`config.mk`:
```
export PLATFORM = sky130hd
export DESIGN_NAME = intersection_phase_arbiter
export DESIGN_NICKNAME = d
export VERILOG_FILES = /design/src/rtl/intersection_phase_arbiter.sv
export SDC_FILE = /design/constraint.sdc
export NUM_CORES = 1
export LEC_CHECK = 0
export CAP_MARGIN = 20
export CELL_PAD_IN_SITES_DETAIL_PLACEMENT = 0
export CELL_PAD_IN_SITES_GLOBAL_PLACEMENT = 1
export CORE_ASPECT_RATIO = 1.1
export CORE_UTILIZATION = 40
export CTS_BUF_LIST = sky130_fd_sc_hd__clkbuf_16
export CTS_CLUSTER_SIZE = 28
export DETAILED_ROUTE_END_ITERATION = 10
export PLACE_DENSITY_LB_ADDON = 0.2
export SYNTH_ARGS = -nofsm -noshare
export SYNTH_HDL_FRONTEND = slang
export SYNTH_SLANG_ARGS = --single-unit
```
`constraint.sdc`:
```
create_clock -name clk -period 2.9 [get_ports clk]
set_input_delay 0.29 -clock clk [delete_from_list [all_inputs] [get_ports clk]]
set_output_delay 0.29 -clock clk [all_outputs]
set_load 0.01 [all_outputs]
```
`src/rtl/intersection_phase_arbiter.sv`:
```
// Demand-actuated highway/farm/pedestrian phase scheduler with round-robin arbitration.
// All phase timing advances on the 1-second tick while go is high.
module intersection_phase_arbiter #(
   parameter int T_PREP   = 2,
   parameter int T_HW_MIN = 10,
   parameter int T_YELLOW = 3,
   parameter int T_ALLRED = 1,
   parameter int T_FARM   = 15,
   parameter int T_WALK   = 10,
   parameter int CNT_W    = 8
) (
   input  logic       clk,
   input  logic       rst,
   input  logic       tick,
   input  logic       go,
   input  logic       farm_req_1,
   input  logic       farm_req_2,
   input  logic       ped_req,
   output logic [1:0] highway_signal,
   output logic [1:0] farm_signal_1,
   output logic [1:0] farm_signal_2,
   output logic       walk,
   output logic [3:0] phase,
   output logic [2:0] pending
);

   typedef enum logic [3:0] {
      S_INIT        = 4'd0,
      S_HW_PREP     = 4'd1,
      S_HW_GREEN    = 4'd2,
      S_HW_YELLOW   = 4'd3,
      S_ALLRED_A    = 4'd4,
      S_FARM_PREP   = 4'd5,
      S_FARM_GREEN  = 4'd6,
      S_FARM_YELLOW = 4'd7,
      S_WALK        = 4'd8,
      S_ALLRED_B    = 4'd9
   } state_t;

   localparam logic [1:0] L_GREEN  = 2'b00;
   localparam logic [1:0] L_YELLOW = 2'b01;
   localparam logic [1:0] L_RED    = 2'b10;
   localparam logic [1:0] L_PREP   = 2'b11;

   localparam logic [CNT_W-1:0] LIM_PREP   = CNT_W'(T_PREP - 1);
   localparam logic [CNT_W-1:0] LIM_HW_MIN = CNT_W'(T_HW_MIN - 1);
   localparam logic [CNT_W-1:0] LIM_YELLOW = CNT_W'(T_YELLOW - 1);
   localparam logic [CNT_W-1:0] LIM_ALLRED = CNT_W'(T_ALLRED - 1);
   localparam logic [CNT_W-1:0] LIM_FARM   = CNT_W'(T_FARM - 1);
   localparam logic [CNT_W-1:0] LIM_WALK   = CNT_W'(T_WALK - 1);

   state_t           state, state_n;
   logic [CNT_W-1:0] count, count_n;
   logic [2:0]       pend_q, pend_n;
   logic [2:0]       clr;
   logic             rr, rr_n;
   logic [1:0]       served, served_n;
   logic             adv;
   logic             farm_any;
   logic [CNT_W-1:0] limit;
   state_t           target;

   assign adv      = go & tick;
   assign farm_any = |pend_q[1:0];

   always_ff @(posedge clk) begin
      if (rst) begin
         state  <= S_INIT;
         count  <= '0;
         pend_q <= 3'b000;
         rr     <= 1'b0;
         served <= 2'b00;
      end else begin
         state  <= state_n;
         count  <= count_n;
         pend_q <= pend_n;
         rr     <= rr_n;
         served <= served_n;
      end
   end

   // Dwell limit and successor for each timed state; ALLRED_A resolves its successor by arbitration.
   always_comb begin
      limit  = LIM_ALLRED;
      target = S_INIT;
      case (state)
         S_INIT:        begin limit = LIM_ALLRED; target = S_HW_PREP;     end
         S_HW_PREP:     begin limit = LIM_PREP;   target = S_HW_GREEN;    end
         S_HW_GREEN:    begin limit = LIM_HW_MIN; target = S_HW_YELLOW;   end
         S_HW_YELLOW:   begin limit = LIM_YELLOW; target = S_ALLRED_A;    end
         S_ALLRED_A: begin
            limit = LIM_ALLRED;
            if (farm_any && pend_q[2]) target = rr ? S_WALK : S_FARM_PREP;
            else if (farm_any)         target = S_FARM_PREP;
            else if (pend_q[2])        target = S_WALK;
            else                       target = S_HW_PREP;
         end
         S_FARM_PREP:   begin limit = LIM_PREP;   target = S_FARM_GREEN;  end
         S_FARM_GREEN:  begin limit = LIM_FARM;   target = S_FARM_YELLOW; end
         S_FARM_YELLOW: begin limit = LIM_YELLOW; target = S_ALLRED_B;    end
         S_WALK:        begin limit = LIM_WALK;   target = S_ALLRED_B;    end
         S_ALLRED_B:    begin limit = LIM_ALLRED; target = S_HW_PREP;     end
         default:       begin limit = LIM_ALLRED; target = S_INIT;        end
      endcase
   end

   always_comb begin
      state_n  = state;
      count_n  = count;
      rr_n     = rr;
      served_n = served;
      clr      = 3'b000;
      case (state)
         S_INIT, S_HW_PREP, S_HW_YELLOW, S_FARM_PREP,
         S_FARM_GREEN, S_FARM_YELLOW, S_WALK, S_ALLRED_B: begin
            if (adv) begin
               if (count == limit) begin
                  state_n = target;
                  count_n = '0;
               end else begin
                  count_n = count + 1'b1;
               end
            end
         end
         // Highway green rests with the counter saturated until some request is latched.
         S_HW_GREEN: begin
            if (adv) begin
               if (count == limit) begin
                  if (pend_q != 3'b000) begin
                     state_n = target;
                     count_n = '0;
                  end
               end else begin
                  count_n = count + 1'b1;
               end
            end
         end
         S_ALLRED_A: begin
            if (adv) begin
               if (count == limit) begin
                  state_n = target;
                  count_n = '0;
                  if (farm_any && pend_q[2]) rr_n = ~rr;
                  if (target == S_FARM_PREP) begin
                     served_n = pend_q[1:0];
                     clr[1:0] = pend_q[1:0];
                  end
                  if (target == S_WALK) clr[2] = 1'b1;
               end else begin
                  count_n = count + 1'b1;
               end
            end
         end
         default: begin
            state_n = S_INIT;
            count_n = '0;
         end
      endcase
   end

   // A request arriving in the same cycle as its clear is kept.
   assign pend_n  = (pend_q & ~clr) | {ped_req, farm_req_2, farm_req_1};
   assign pending = pend_q;
   assign phase   = state;

   always_comb begin
      highway_signal = L_RED;
      farm_signal_1  = L_RED;
      farm_signal_2  = L_RED;
      walk           = 1'b0;
      case (state)
         S_HW_PREP:   highway_signal = L_PREP;
         S_HW_GREEN:  highway_signal = L_GREEN;
         S_HW_YELLOW: highway_signal = L_YELLOW;
         S_FARM_PREP: begin
            if (served[0]) farm_signal_1 = L_PREP;
            if (served[1]) farm_signal_2 = L_PREP;
         end
         S_FARM_GREEN: begin
            if (served[0]) farm_signal_1 = L_GREEN;
            if (served[1]) farm_signal_2 = L_GREEN;
         end
         S_FARM_YELLOW: begin
            if (served[0]) farm_signal_1 = L_YELLOW;
            if (served[1]) farm_signal_2 = L_YELLOW;
         end
         S_WALK:      walk = 1'b1;
         default:     ;
      endcase
   end

endmodule
```
After elaboration in Yosys (flattened, before gate mapping) --
Cells that the tools add are included. Widths: inputs -> output; s select.
Storage, ports and cells: flip-flop bits (word level) 18, bits of input ports 7, output and inout port bits 14, word-level logic and storage cells 76
Operators by class: add/subtract/negate cells 1, equal/unequal tests 18, mux-type cells 33, bitwise gates (word level) 5, reduce and logical (&&, ||, !) cells 14
Operator list (count):
- $mux 8 | 5
- $mux 4 | 9
- $pmux 4 s8 | 1
- $eq 4x3->1 const B | 5
- $pmux 2 s3 | 3
- $pmux 4 s4 | 1
- $pmux 8 s2 | 1
- $eq 4x4->1 const B | 3
- $reduce_or 2->1 | 6
- $mux 2 | 5
- $mux 3 | 3
- $reduce_or 9->1 | 1
- $add 8x1->8 const B | 1
- $eq 4x2->1 const B | 2
- $eq 8x8->1 | 1
- $pmux 4 s2 | 1
- $reduce_and 4->1 | 2
- $ne 2x2->1 const B | 3
- $reduce_and 5->1 | 1
- $eq 4x1->1 const B | 1
- $logic_not 4->1 | 1
- $mux 1 | 4
- $ne 2x1->1 const B | 2
- $and 3x3->3 | 1
- 8 further kinds | 8

Logic depth before layout (Yosys ltp) --
Gate-level depths: netlist of the first run.
depth after elaboration 12, mapped depth 8, gate-level depth less buffers 6

Worst setup path before layout of the first run --
Ideal clock, no wire load.
kind reg-to-reg, start register state[1], in the netlist phase[1], end register rr, library setup time 0.123 ns, arrival time 2.037 ns, required time 2.777 ns, setup slack 0.740 ns, cell stages (with the launch flop) 8, path buffers 1, period minus slack after synthesis 2.160 ns, path through dfxtp_1 > buf_4 > nor2_1 > and3_1 > o41ai_4 > and3_1 > and4bb_1 > mux2_1
Between the ends: cells in the longest elaborated chain, start to end 5, elaborated cells between the ends (all ways) 14, classes of those cells eq/ne: 9; mux: 1; reduce/logical: 4
RTL lines:
- start: declaration | RTL line 52 | state_t state, state_n;
- start signal: assignment | RTL line 74 | state <= state_n;
- $eq 4x4->1, or another cell as far along | RTL line 86 | case (state)
- $reduce_or 2->1 (no line)
- $pmux 4 s4 | RTL line 86
- $eq 8x8->1 | RTL line 140 | if (count == limit) begin
- $reduce_and 4->1 (no line) (*)
- end signal: assignment | RTL line 77 | rr <= rr_n;
- end: declaration | RTL line 56 | logic rr, rr_n;
Mark *: on every way between the ends. The rest lies on a longest branch, timed or not. A chain may end at the register's enable or synchronous reset.

Worst setup path after layout of the first run --
start register state[1], in the netlist phase[1], end register count[2]
Between the ends: cells in the longest elaborated chain, start to end 7, elaborated cells between the ends (all ways) 25, classes of those cells eq/ne: 13; mux: 6; reduce/logical: 6
RTL lines:
- $eq 4x4->1, or another cell as far along | RTL line 86, 113
- $reduce_or 2->1 (no line)
- $pmux 4 s4 | RTL line 86
- $eq 8x8->1 | RTL line 117, 128, 140
- $mux 8 (on tied branches) | RTL line 117, 140, 128
- $mux 8 (on tied branches) | RTL line 139, 127
- $pmux 8 s2 | RTL line 113 | case (state)
- end signal: assignment | RTL line 75 | count <= count_n;
- end: declaration | RTL line 53 | logic [CNT_W-1:0] count, count_n;
Several ways; a longest one is shown, not always the timed one. The select of a mux whose other input is x is not followed.

==> flow_summary.json, run 1 <==
{
  "overflow": 0,
  "worst_clock_skew_ns": 0.00386,
  "firstDrtPassIters": 4,
  "syn_to_final_growth_pct": 24.0,
  "irDropWorstVdd_mv": 0.343,
  "swShare_pct": 36.6,
  "gp_congestion": 0.788,
  "tightest_slew_ns": 0.603,
  "critical_path.top_delay_family": "compound AO/OA/AOI/OAI gates",
  "intPower_w": 0.000680,
  "p_comb_share_pct": 45.3,
  "htreeDepth": 1,
  "via_count": 1211,
  "instances_no_fill": 197,
  "num_rows": 21,
  "maxSlewHeadroom_pct": 59.5,
  "grt_max_degree": 22,
  "port-buffer-count": 20,
  "dp_slack_ns": 0.190,
  "clock_power_share_pct": 25.7,
  "setup_viol": 0,
  "grt_pass1_vias": 1124,
  "hold_viol": 0,
  "vias_per_cell": 6.15,
  "p_leak_nw": 0.610,
  "initial_core_util_pct": 42.1,
  "crit_chain": "nor3b_1, a211oi_1, o211a_4, a311oi_4, nor4bb_1, a221o_1",
  "grt_usage_pct": 20.1,
  "critical_path.endpoint_type": "flop",
  "slowest_delay_ns": 0.70,
  "slew_viol_final": 0,
  "fmax_mhz": 386,
  "status": "finished clean",
  "synth_nets": 151,
  "cts_root_buffer": "clkbuf_16",
  "slowest_stage": "dfxtp_1",
  "path_depth": 6,
  "dp_hpwl_um": 2320,
  "dp.cells": 193,
  "power_w": 0.00107,
  "die_w_um": 56.0,
  "power_frac_seq_pct": 29.0,
  "n_antenna_cell": 0,
  "routedWlPerCell_um": 16.1,
  "fin_crit_sh_pct": 89.4,
  "syn-mean-instance-area_um2": 8.97,
  "final_common_cell": "clkdlybuf4s50_1",
  "antenna_left": 0,
  "cts_made_buffers": 3,
  "ys_ff_latch": 18,
  "clockBufferDepth": 2,
  "grt_pass1_wl_um": 5390,
  "syn_area_mm2": 0.00128,
  "min_period_ns": 2.59,
  "cts_tree": "yes",
  "ioPinCount": 21,
  "routed_wl_um": 3170,
  "final_cell_mix": "clkdlybuf4s50_1 (20), dfxtp_1 (18), nor2_1 (11), and3_1 (10), nand2_1 (8)",
  "syn_inst": 143,
  "worstPathBufferInverterCount": 0,
  "fin_ws_ns": 0.307,
  "tns_ns": 0,
  "clock_latency_ns": 0.25,
  "hold_path.class": "flop to flop",
  "die-area_mm2": 0.00344,
  "yosysUniqueCellTypes": 56,
  "async_flop_share_pct": 0,
  "p_switching_w": 0.000393,
  "start_kind": "flop",
  "yosysSeqAreaShare_pct": 28.1,
  "rsz0062_at_grt": "false",
  "powerDensity_mw_per_mm2": 675,
  "ys_warn_count": 0,
  "postCtsSetupBuffers": 0,
  "critPathLaunch": "phase[1]$_SDFFE_PP0P_",
  "drc_errors": 0,
  "die_h_um": 61.4,
  "critical_path_required_ns": 3.09,
  "antenna_found_initial": 0,
  "layout-drive-gt1-share_pct": 14.1,
  "clkSinkCount": 18,
  "synth_ff_type": "dfxtp_1",
  "hold_path_depth": 1,
  "drtIter0Drc": 51,
  "arrival_ns": 2.79,
  "r2r_cells": 6,
  "max_cap_viol_count": 0,
  "nNetsFinal": 172,
  "timing.rr.start": "phase[1]$_SDFFE_PP0P_",
  "synth_edf_count": 0,
  "critical_path_class": "flop to flop",
  "worstPathMaxFanout": 21,
  "clkTransAtPathRegs_ns": 0.05,
  "min_from": "count[7]$_SDFFE_PP0P_",
  "coreArea_mm2": 0.00305
}
==> worst paths after layout <==
check / to / slack (ns)
max: count[2]$_SDFFE_PP0P_ / 0.31
min: count[7]$_SDFFE_PP0P_ / 0.54
max reg2reg: count[2]$_SDFFE_PP0P_ / 0.31
min reg2reg: count[7]$_SDFFE_PP0P_ / 0.54
==> layer usage <==
layer  global-route usage [%]  routed length [um]
met1                     28.8                1600
met2                     29.9                1420
met3                     2.52                  90
met4                     10.1                  63
met5                        0                   0
==> cell families (layout without fill, tap and decap cells) <==
group                      after synthesis  count (layout)  synth area share (%)
AOI/OAI and AO/OA                       44              44                  28.8
xor gates and xnor gates                 1               1                 0.683
adders and majority gates                1               1                 0.975
buffers and inverters                   11              31                  5.17
DFF                                     18              18                  28.1
muxes                                    3               3                  2.44
and+or+nand+nor                         65              65                  33.9
==> cell type report <==
type	count	area, um2
clock inverters	1	3.75
clock buffers	3	75.1
well taps	34	42.5
fillers	291	1460
repair buffers	24	230
multi-input cells	114	867
flip-flops and latches	18	360
inverters	3	11.3
==> timing repair <==
item | in CTS | in global routing
hold buffers | 0 | 0
resized for setup | 0 | 1
endpoints found under the setup margin | 0 | 6
==> cell usage after synthesis (2+ instances only) <==
cell type / number / area, um2
dfxtp_1: 18 / 360
nor2_1: 11 / 41.3
and3_1: 10 / 62.6
nand2_1: 8 / 30.0
a21oi_1: 7 / 35.0
o21ai_0: 6 / 30.0
nor2b_1: 5 / 31.3
a211o_1: 4 / 35.0
or2_2: 4 / 25.0
a31oi_1: 3 / 18.8
nor3b_1: 3 / 22.5
nor4b_1: 3 / 26.3
a221o_1: 2 / 20.0
a41oi_1: 2 / 17.5
and4bb_1: 2 / 25.0
buf_2: 2 / 10.0
buf_4: 2 / 15.0
buf_6: 2 / 22.5
clkbuf_1: 2 / 7.51
inv_1: 2 / 7.51
mux2i_1: 2 / 20.0
nand3_1: 2 / 10.0
nand4_1: 2 / 12.5
nor3_1: 2 / 10.0
nor4b_2: 2 / 30.0
nor4bb_1: 2 / 20.0
o211ai_1: 2 / 15.0
o21a_1: 2 / 15.0
or3_1: 2 / 12.5
==> power by group through the flow <==
stage / Clock (W) / Sequential (W) / Combinational, W
floorplan: 0 / 0.000295 / 0.000349
global placement: 0 / 0.000314 / 0.000466
detailed placement: 0 / 0.000315 / 0.000465
CTS: 0.000286 / 0.000311 / 0.000468
global route: 0.000299 / 0.000318 / 0.000529
finish: 0.000276 / 0.000311 / 0.000487
==> stage by stage <==
step	utilization [%]	instance area, um2	hold slack, ns
after detailed placement	49.2	1500	0.530
after floorplan	-	1280	0.407
final	52.2	1590	0.538
after global routing	52.2	1590	0.570
after global placement	49.2	1500	0.521
after CTS	51.8	1580	0.540
==> worst reg2reg max path, stage by stage (launching register included) <==
cell and delay [ns]:
dfxtp_1 0.70, nor3b_1 0.41, a211oi_1 0.13, o211a_4 0.28, a311oi_4 0.51, nor4bb_1 0.37
a221o_1 0.15
==> flip-flops by register name (all words and copies together) (netlist names) <==
register	count
count	8
pending	3
phase	4
rr	1
served	2
Power figures use the tool's default switching activity.
==> run 2: changes to the inputs <==
CORE_MARGIN = 2   (was not set)
==> run 2 against run 1 <==
Net effect:
- via count is 1.7% lower
- clock skew down 0.0019 ns
- critical path depth did not move
- power shrank 4.2%
- utilization fell by 0.74 points
- sequential power barely moved
- critical endpoint is now count[3]$_SDFFE_PP0P_
==> flow_summary.json, run 2 (synthesis results as in run 1) <==
{
  "routedWlPerCell_um": 16.0,
  "nNetsFinal": 171,
  "initial_core_util_pct": 42.1,
  "firstDrtPassIters": 4,
  "fmax_mhz": 392,
  "cts_hold_buf": 0,
  "final_cell_mix": "clkdlybuf4s50_1 (20), dfxtp_1 (18), nor2_1 (11), and3_1 (10), nand2_1 (8)",
  "multiInputGateArea_um2": 856,
  "ff_latch_area_um2": 360,
  "gp_congestion": 0.859,
  "grt_pass1_vias": 1078,
  "max_cap_viol_count": 0,
  "ioPinCount": 21,
  "tns_ns": 0,
  "antenna_found_initial": 0,
  "antenna_left": 0,
  "clkTransAtPathRegs_ns": 0.05,
  "fin_util_pct": 51.4,
  "hold_viol": 0,
  "critical_path.endpoint_type": "flop",
  "drtIter0Drc": 45,
  "clock_latency_ns": 0.25,
  "fillers": 282,
  "critical_path_class": "flop to flop",
  "tightest_slew_ns": 0.729,
  "dp.cells": 192,
  "cts_made_buffers": 3,
  "rsz0062_at_grt": "false",
  "drc_errors": 0,
  "cts_resized": 0,
  "grt_max_degree": 17,
  "num_rows": 21,
  "cts_root_buffer": "clkbuf_16",
  "cts_tree": "yes",
  "arrival_ns": 2.75,
  "n_antenna_cell": 0,
  "worstPathMaxFanout": 16,
  "min_period_ns": 2.55,
  "fin_crit_sh_pct": 88.0,
  "swShare_pct": 37.0,
  "hold_path.class": "flop to flop",
  "slew_viol_final": 0,
  "die-area_mm2": 0.00368,
  "power_frac_seq_pct": 30.5,
  "irDropWorstVdd_mv": 0.306,
  "instances_no_fill": 195,
  "grt_usage_pct": 18.4,
  "status": "finished clean",
  "via_count": 1191,
  "start_kind": "flop",
  "dp_hpwl_um": 2240,
  "powerDensity_mw_per_mm2": 656,
  "clock_power_share_pct": 27.1,
  "setup_viol": 0,
  "intPower_w": 0.000648,
  "worst_clock_skew_ns": 0.00197,
  "critical_path_required_ns": 3.10,
  "power_w": 0.00103,
  "maxSlewHeadroom_pct": 51.4,
  "top_register": "count",
  "p_comb_share_pct": 42.4,
  "p_leak_nw": 0.602,
  "die_w_um": 58.0,
  "p_switching_w": 0.000380,
  "routed_wl_um": 3120,
  "largest_reg_flops": 8,
  "final_common_cell": "clkdlybuf4s50_1",
  "vias_per_cell": 6.11,
  "layout-drive-gt1-share_pct": 13.7,
  "die_h_um": 63.4,
  "clockBufferDepth": 2,
  "syn_to_final_growth_pct": 22.2,
  "grt_pass1_wl_um": 5260,
  "overflow": 0,
  "port-buffer-count": 20,
  "coreArea_mm2": 0.00305,
  "htreeDepth": 1,
  "clkSinkCount": 18,
  "postCtsSetupBuffers": 0
}
==> run 2: worst paths after layout <==
| check | start | endpoint | slack, ns | cells past startpoint |
|---|---|---|---|---|
| setup / recovery | phase[2]$_SDFFE_PP0P_ | count[3]$_SDFFE_PP0P_ | 0.35 | 6 |
| hold / removal | count[7]$_SDFFE_PP0P_ | count[7]$_SDFFE_PP0P_ | 0.54 | 1 |
| setup reg to reg | phase[2]$_SDFFE_PP0P_ | count[3]$_SDFFE_PP0P_ | 0.35 | 6 |
| hold reg to reg | count[7]$_SDFFE_PP0P_ | count[7]$_SDFFE_PP0P_ | 0.54 | 1 |
==> run 2: cell type report <==
| class | count | share of cell area, % |
|---|---|---|
| Timing Repair Buffer | 23 | 14.2 |
| Sequential cell | 18 | 23.0 |
| Tap cell | 34 | 2.71 |
| Clock buffer | 3 | 4.79 |
| Inverter | 3 | 0.718 |
| Multi-Input combinational cell | 114 | 54.6 |
==> run 2: critical path, cell delays in order, from the launching register on <==
cell and delay [ns]:
dfxtp_1 0.44, and3b_1 0.28, o311ai_2 0.38, o41ai_4 0.18, a311oi_2 0.70, nor4bb_1 0.37
a221o_1 0.14
==> run 2: per-stage QoR <==
step	hold slack [ns]	setup WS, ns	instance area, um2
final	0.541	0.347	1570
after global routing	0.554	0.0904	1570
after CTS	0.544	0.373	1570
after detailed placement	0.531	0.415	1490
after global placement	0.525	0.407	1490
after floorplan	0.407	0.740	1280
==> run 2: layer usage <==
metal / global-route usage (%) / wire length, um
met2: 26.6 / 1390
met3: 4.11 / 145
met4: 6.98 / 66
met5: 0 / 0
met1: 26.5 / 1510
==> run 2: power groups by stage <==
| stage | combinational, W | sequential, W | clock, W |
|---|---|---|---|
| finish | 0.000436 | 0.000314 | 0.000279 |
| CTS | 0.000433 | 0.000313 | 0.000283 |
| global placement | 0.000429 | 0.000318 | 0 |
| floorplan | 0.000349 | 0.000295 | 0 |
| global route | 0.000472 | 0.000321 | 0.000297 |
| detailed placement | 0.000428 | 0.000318 | 0 |
